==> config.mk <==
export PLATFORM = sky130hd
export DESIGN_NAME = fifo_sync_ctrl
export DESIGN_NICKNAME = d
export VERILOG_FILES = /design/src/rtl/fifo_ctrl_pkg.sv /design/src/rtl/fifo_rd_lat_pipe.sv /design/src/rtl/fifo_sync_ctrl.sv
export SDC_FILE = /design/constraint.sdc
export NUM_CORES = 1
export LEC_CHECK = 0
export CORE_MARGIN = 2
export CORE_UTILIZATION = 52
export CTS_BUF_LIST = sky130_fd_sc_hd__clkbuf_8
export DETAILED_ROUTE_END_ITERATION = 10
export GPL_TIMING_DRIVEN = 0
export PLACE_DENSITY_LB_ADDON = 0.12
export SETUP_SLACK_MARGIN = 0.05
export SLEW_MARGIN = 20
export SYNTH_ARGS = -nofsm -noshare
export SYNTH_HDL_FRONTEND = slang
export SYNTH_SLANG_ARGS = --single-unit
export TNS_END_PERCENT = 20
==> constraint.sdc <==
create_clock -name CLOCK -period 3.8 [get_ports CLOCK]
set_clock_uncertainty 0.1 [all_clocks]
set_input_delay 0.57 -clock CLOCK [delete_from_list [all_inputs] [get_ports CLOCK]]
set_output_delay 0.57 -clock CLOCK [all_outputs]
set_load 0.03 [all_outputs]
==> src/rtl/fifo_ctrl_pkg.sv <==
// Shared definitions for the synchronous FIFO controller: default sizing,
// status-flag bit positions and the flag derivation used at every clock edge.
package fifo_ctrl_pkg;

    localparam int AWIDTH_DEF    = 7;
    localparam int AFULL_TH_DEF  = 120;
    localparam int AEMPTY_TH_DEF = 8;
    localparam int RD_LAT_DEF    = 1;

    localparam int FLAG_FULL   = 0;
    localparam int FLAG_EMPTY  = 1;
    localparam int FLAG_AFULL  = 2;
    localparam int FLAG_AEMPTY = 3;
    localparam int NUM_FLAGS   = 4;

    typedef logic [NUM_FLAGS-1:0] flags_t;

    // Flags are a pure function of the occupancy they will describe.
    function automatic flags_t calc_flags(input int unsigned count,
                                          input int unsigned depth,
                                          input int unsigned afull_th,
                                          input int unsigned aempty_th);
        flags_t f;
        f              = '0;
        f[FLAG_FULL]   = (count == depth);
        f[FLAG_EMPTY]  = (count == 0);
        f[FLAG_AFULL]  = (count >= afull_th);
        f[FLAG_AEMPTY] = (count <= aempty_th);
        return f;
    endfunction

    function automatic flags_t reset_flags();
        flags_t f;
        f              = '0;
        f[FLAG_EMPTY]  = 1'b1;
        f[FLAG_AEMPTY] = 1'b1;
        return f;
    endfunction

endpackage

==> src/rtl/fifo_rd_lat_pipe.sv <==
// Delays the accepted-read strobe by the RAM read latency to form DVLD.
// Reset empties the pipe so reads issued before reset never produce DVLD.
module fifo_rd_lat_pipe #(
    parameter int LAT = 1
) (
    input  logic CLOCK,
    input  logic RESET,
    input  logic din,
    output logic dout
);

    logic [LAT-1:0] sr;

    generate
        if (LAT == 1) begin : g_single
            always_ff @(posedge CLOCK or posedge RESET) begin
                if (RESET) sr <= '0;
                else       sr <= din;
            end
        end else begin : g_multi
            always_ff @(posedge CLOCK or posedge RESET) begin
                if (RESET) sr <= '0;
                else       sr <= {sr[LAT-2:0], din};
            end
        end
    endgenerate

    assign dout = sr[LAT-1];

endmodule

==> src/rtl/fifo_sync_ctrl.sv <==
// Single-clock FIFO controller driving an external RAM: pointers, occupancy,
// registered status flags, request acknowledge/reject strobes and read-data valid.
module fifo_sync_ctrl
    import fifo_ctrl_pkg::*;
#(
    parameter int AWIDTH    = AWIDTH_DEF,
    parameter int AFULL_TH  = AFULL_TH_DEF,
    parameter int AEMPTY_TH = AEMPTY_TH_DEF,
    parameter int RD_LAT    = RD_LAT_DEF
) (
    input  logic              CLOCK,
    input  logic              RESET,
    input  logic              WE,
    input  logic              RE,
    output logic [AWIDTH-1:0] MEM_WADDR,
    output logic              MEM_WEN,
    output logic [AWIDTH-1:0] MEM_RADDR,
    output logic              MEM_REN,
    output logic              FULL,
    output logic              EMPTY,
    output logic              AFULL,
    output logic              AEMPTY,
    output logic              WACK,
    output logic              DVLD,
    output logic              OVERFLOW,
    output logic              UNDERFLOW,
    output logic [AWIDTH:0]   COUNT
);

    localparam int DEPTH = 2 ** AWIDTH;

    logic [AWIDTH-1:0] wptr;
    logic [AWIDTH-1:0] rptr;
    logic [AWIDTH:0]   count;
    logic [AWIDTH:0]   count_nxt;
    flags_t            flags;
    flags_t            flags_nxt;
    logic              wr_ok;
    logic              rd_ok;

    // Request handshake: WE/RE act as valid, the registered !FULL / !EMPTY act
    // as ready; a request is consumed on the edge where both are high, and a
    // request that is not consumed has no effect beyond the reject strobe.
    assign wr_ok = WE & ~flags[FLAG_FULL];
    assign rd_ok = RE & ~flags[FLAG_EMPTY];

    assign MEM_WEN   = wr_ok;
    assign MEM_WADDR = wptr;
    assign MEM_REN   = rd_ok;
    assign MEM_RADDR = rptr;

    always_comb begin
        count_nxt = count;
        case ({wr_ok, rd_ok})
            2'b10:   count_nxt = count + (AWIDTH + 1)'(1);
            2'b01:   count_nxt = count - (AWIDTH + 1)'(1);
            default: count_nxt = count;
        endcase
    end

    assign flags_nxt = calc_flags(32'(count_nxt), DEPTH, AFULL_TH, AEMPTY_TH);

    // Pointers are exactly AWIDTH bits wide so the increment wraps naturally.
    always_ff @(posedge CLOCK or posedge RESET) begin
        if (RESET) begin
            wptr      <= '0;
            rptr      <= '0;
            count     <= '0;
            flags     <= reset_flags();
            WACK      <= 1'b0;
            OVERFLOW  <= 1'b0;
            UNDERFLOW <= 1'b0;
        end else begin
            if (wr_ok) wptr <= wptr + AWIDTH'(1);
            if (rd_ok) rptr <= rptr + AWIDTH'(1);
            count     <= count_nxt;
            flags     <= flags_nxt;
            WACK      <= wr_ok;
            OVERFLOW  <= WE & flags[FLAG_FULL];
            UNDERFLOW <= RE & flags[FLAG_EMPTY];
        end
    end

    fifo_rd_lat_pipe #(
        .LAT (RD_LAT)
    ) u_rd_lat_pipe (
        .CLOCK (CLOCK),
        .RESET (RESET),
        .din   (rd_ok),
        .dout  (DVLD)
    );

    assign COUNT  = count;
    assign FULL   = flags[FLAG_FULL];
    assign EMPTY  = flags[FLAG_EMPTY];
    assign AFULL  = flags[FLAG_AFULL];
    assign AEMPTY = flags[FLAG_AEMPTY];

endmodule

==> run metrics <==
DR pass1 iterations 4; post_cts resized 0; async set-reset flop share out of synthesis 100%; Slew Viols, Final 0; required time worst endpoint 3.88 ns; capturing point of the worst reg2reg path flags[1]; row count 20; CP Max Fanout 10; Post-DP HPWL 2680 um; Max Clk Rate 282 MHz; largest area contributor in the netlist dfrtp_1; EDFF count, synth 0; status complete, no violations; Setup violations, final 0; highest-delay cell along the critical path clkdlybuf4s50_1; port bufs 35; Final Cell Area 0.00218 mm^2; worst vdd rail ir drop 0.411 mV; gate count after technology mapping 160; Setup Crit Path Kind input port to flop; # clock sinks 30; GRT overflow 0; Post-Synthesis Cell Area 0.00168 mm^2; Syn Area/Cell 10.5 um^2; initial antenna violation count 0; I/O pins 36; max cap viols 0; Tmin final 3.55 ns; max incr delay on CP 0.48 ns; worst hold path class flop to flop; Worst EP arrival 3.63 ns; CP endpoint kind flop; vias 1380; area post-placement 0.00208 mm^2; Area contributors post-synth dfrtp_1, xnor2_1, xor2_1; Starting Density 55.0%; register area share after synthesis 44.9%; Worst Max-Slew Pin Slew 0.605 ns; RSZ-0062 raised after global routing no; Pleak 0.948 nW; Yosys reg bits 30; startpoint types input port; CTS Buf Count 5; critical path, cell by cell clkdlybuf4s50_1, nand2b_1, buf_6, nor2_1, xor2_1, ha_1, or3b_2, a21o_2, a21o_1, o311a_1, xnor2_4, nor4_1; residual DRC count 0; Die H 60.8 um; die area 0.00370 mm^2; # diodes 0; clock root buffer clkbuf_8; Post-CTS Setup Inserts 0; PwrDens 864 mW/mm^2; Die Span X 60.8 um; leading cell types by count after synthesis dfrtp_1, nand2_1, inv_1, xnor2_1; nets 210; Worst R2R Path Depth 11; most used flip-flop cell after synthesis dfrtp_1; Clock Tree Buf Depth 2; Post-CTS Hold Buffers 0; WL final 3690 um; top-area cell type share of the netlist area 41.7%; GRT Total Usage 22.5%; Hold Violations, Final 0; H-tree level count 2; largest net degree at the start of global routing 31; worst hold path endpoint MEM_WADDR[6]; number of synthesis warnings 0; initial drt markers 57; Final Wtd Congestion 0.904; worst r2r src flags[1]; count leader, synth dfrtp_1; final period utilization 93.3%; layout cell share with drive strength beyond 1 14.8%; max_slew headroom 59.6%; Syn-to-layout area delta 29.6%; WL/cell 14.9 um; TNS Setup 0 ns; Worst-path clk slew 0.06 ns; syn nets 168; synth unique cells 48; reg2reg setup slack 0.58 ns; Vias/cell 5.59; worst path bufs/invs 2; first-pass GRT wire length 6100 um; Largest delay share family, worst path simple AND/OR/NAND/NOR gates; Core ar. 0.00305 mm^2; Worst Min Path Start MEM_WADDR[6]; Routed Antenna Nets 0; CTS tree yes; worst hold path depth 1; clk_lat worst skew 0.28 ns; vias in the first global route 1336
-- final cells by class --
cell class / instances / area (um^2)
Inverter: 10 / 37.5
Clock inverter: 2 / 8.76
Sequential cell: 30 / 753
Timing Repair Buffer: 35 / 350
Clock buffer: 6 / 82.6
Tap cell: 44 / 55.1
Buffer: 10 / 77.6
Multi-Input combinational cell: 110 / 811
Fill cell: 253 / 877
-- layer usage --
metal	share of wire [%]	wire length (um)	vias up	track usage, %
met3	6.6	243	9	5.54
met1	43	1590	654	29.1
met5	0	0	-	0
li1	-	-	660	-
met2	48	1780	57	35.6
met4	1.9	71	0	10.2
-- layout by cell type (no fill, tap or decap), types with 2 or more instances in the layout --
master,instances
xnor2_1,10
a21o_1,2
a21oi_1,6
nand2b_1,2
nor4_1,2
o22ai_1,2
o211ai_1,3
inv_1,10
o2111ai_1,2
buf_6,2
nand4_1,8
clkbuf_8,6
buf_4,6
clkdlybuf4s50_1,35
and2_1,2
xor2_1,7
dfrtp_1,28
nor2_1,8
ha_1,4
nand2_1,14
dfstp_2,2
nor3_1,7
buf_2,2
nand3_1,4
o21ai_0,2
-- worst max path at each step --
stage          from        to  slack, ns  cells past startpoint
3_3_place_gp     RE  flags[1]       0.06                     12
4_1_cts          RE  flags[1]       0.28                     12
5_1_grt          RE  flags[0]       0.12                     12
3_5_place_dp     RE  flags[1]       0.01                     12
2_1_floorplan    RE  flags[2]       0.80                     11
6_report         RE  flags[1]       0.25                     12
-- flip-flops by register name (all words and copies together) (netlist names) --
register / cells
COUNT: 8
MEM_RADDR: 7
MEM_WADDR: 7
OVERFLOW: 1
UNDERFLOW: 1
WACK: 1
flags: 4
u_rd_lat_pipe.dout: 1
-- report_power, final --
part	switching, mW	internal [mW]	total (mW)	leakage, nW
registers	0.131	0.444	0.575	0.370
logic	0.605	0.447	1.05	0.526
clock network	0.111	0.143	0.254	0.0524
-- metrics by stage --
stage / instances / power (mW) / hold WS [ns] / setup WS (ns) / util, %
final: 247 / 1.88 / 0.366 / 0.254 / 71.3
after floorplan: 160 / 1.27 / 0.509 / 0.798 / -
after CTS: 247 / 1.89 / 0.375 / 0.282 / 71.3
after global routing: 247 / 2.00 / 0.392 / 0.118 / 71.3
after global placement: 239 / 1.60 / 0.355 / 0.0565 / 68.3
after detailed placement: 239 / 1.63 / 0.368 / 0.0133 / 68.3
-- kinds of logic after synthesis --
kind of cell	count (synthesis)	share of synthesized area [%]
AO/OA/AOI/OAI	33	16.2
XOR/XNOR	18	10.5
adder cells (fa/ha/maj)	4	2.98
buffers and inverters	20	6.86
flip-flops	30	44.9
multiplexers	1	0.671
AND/OR/NAND/NOR	54	17.9
-- worst reg2reg max path: cells and delay by family (launching register included) --
| kind | cells | cell delay (ns) |
|---|---|---|
| fa+ha+maj | 1 | 0.23 |
| xor+xnor | 2 | 0.39 |
| flops | 1 | 0.37 |
| simple gates | 4 | 1.33 |
| compound gates | 3 | 0.56 |
| buf+inv | 1 | 0.15 |
(Power assumes the default switching activity.)
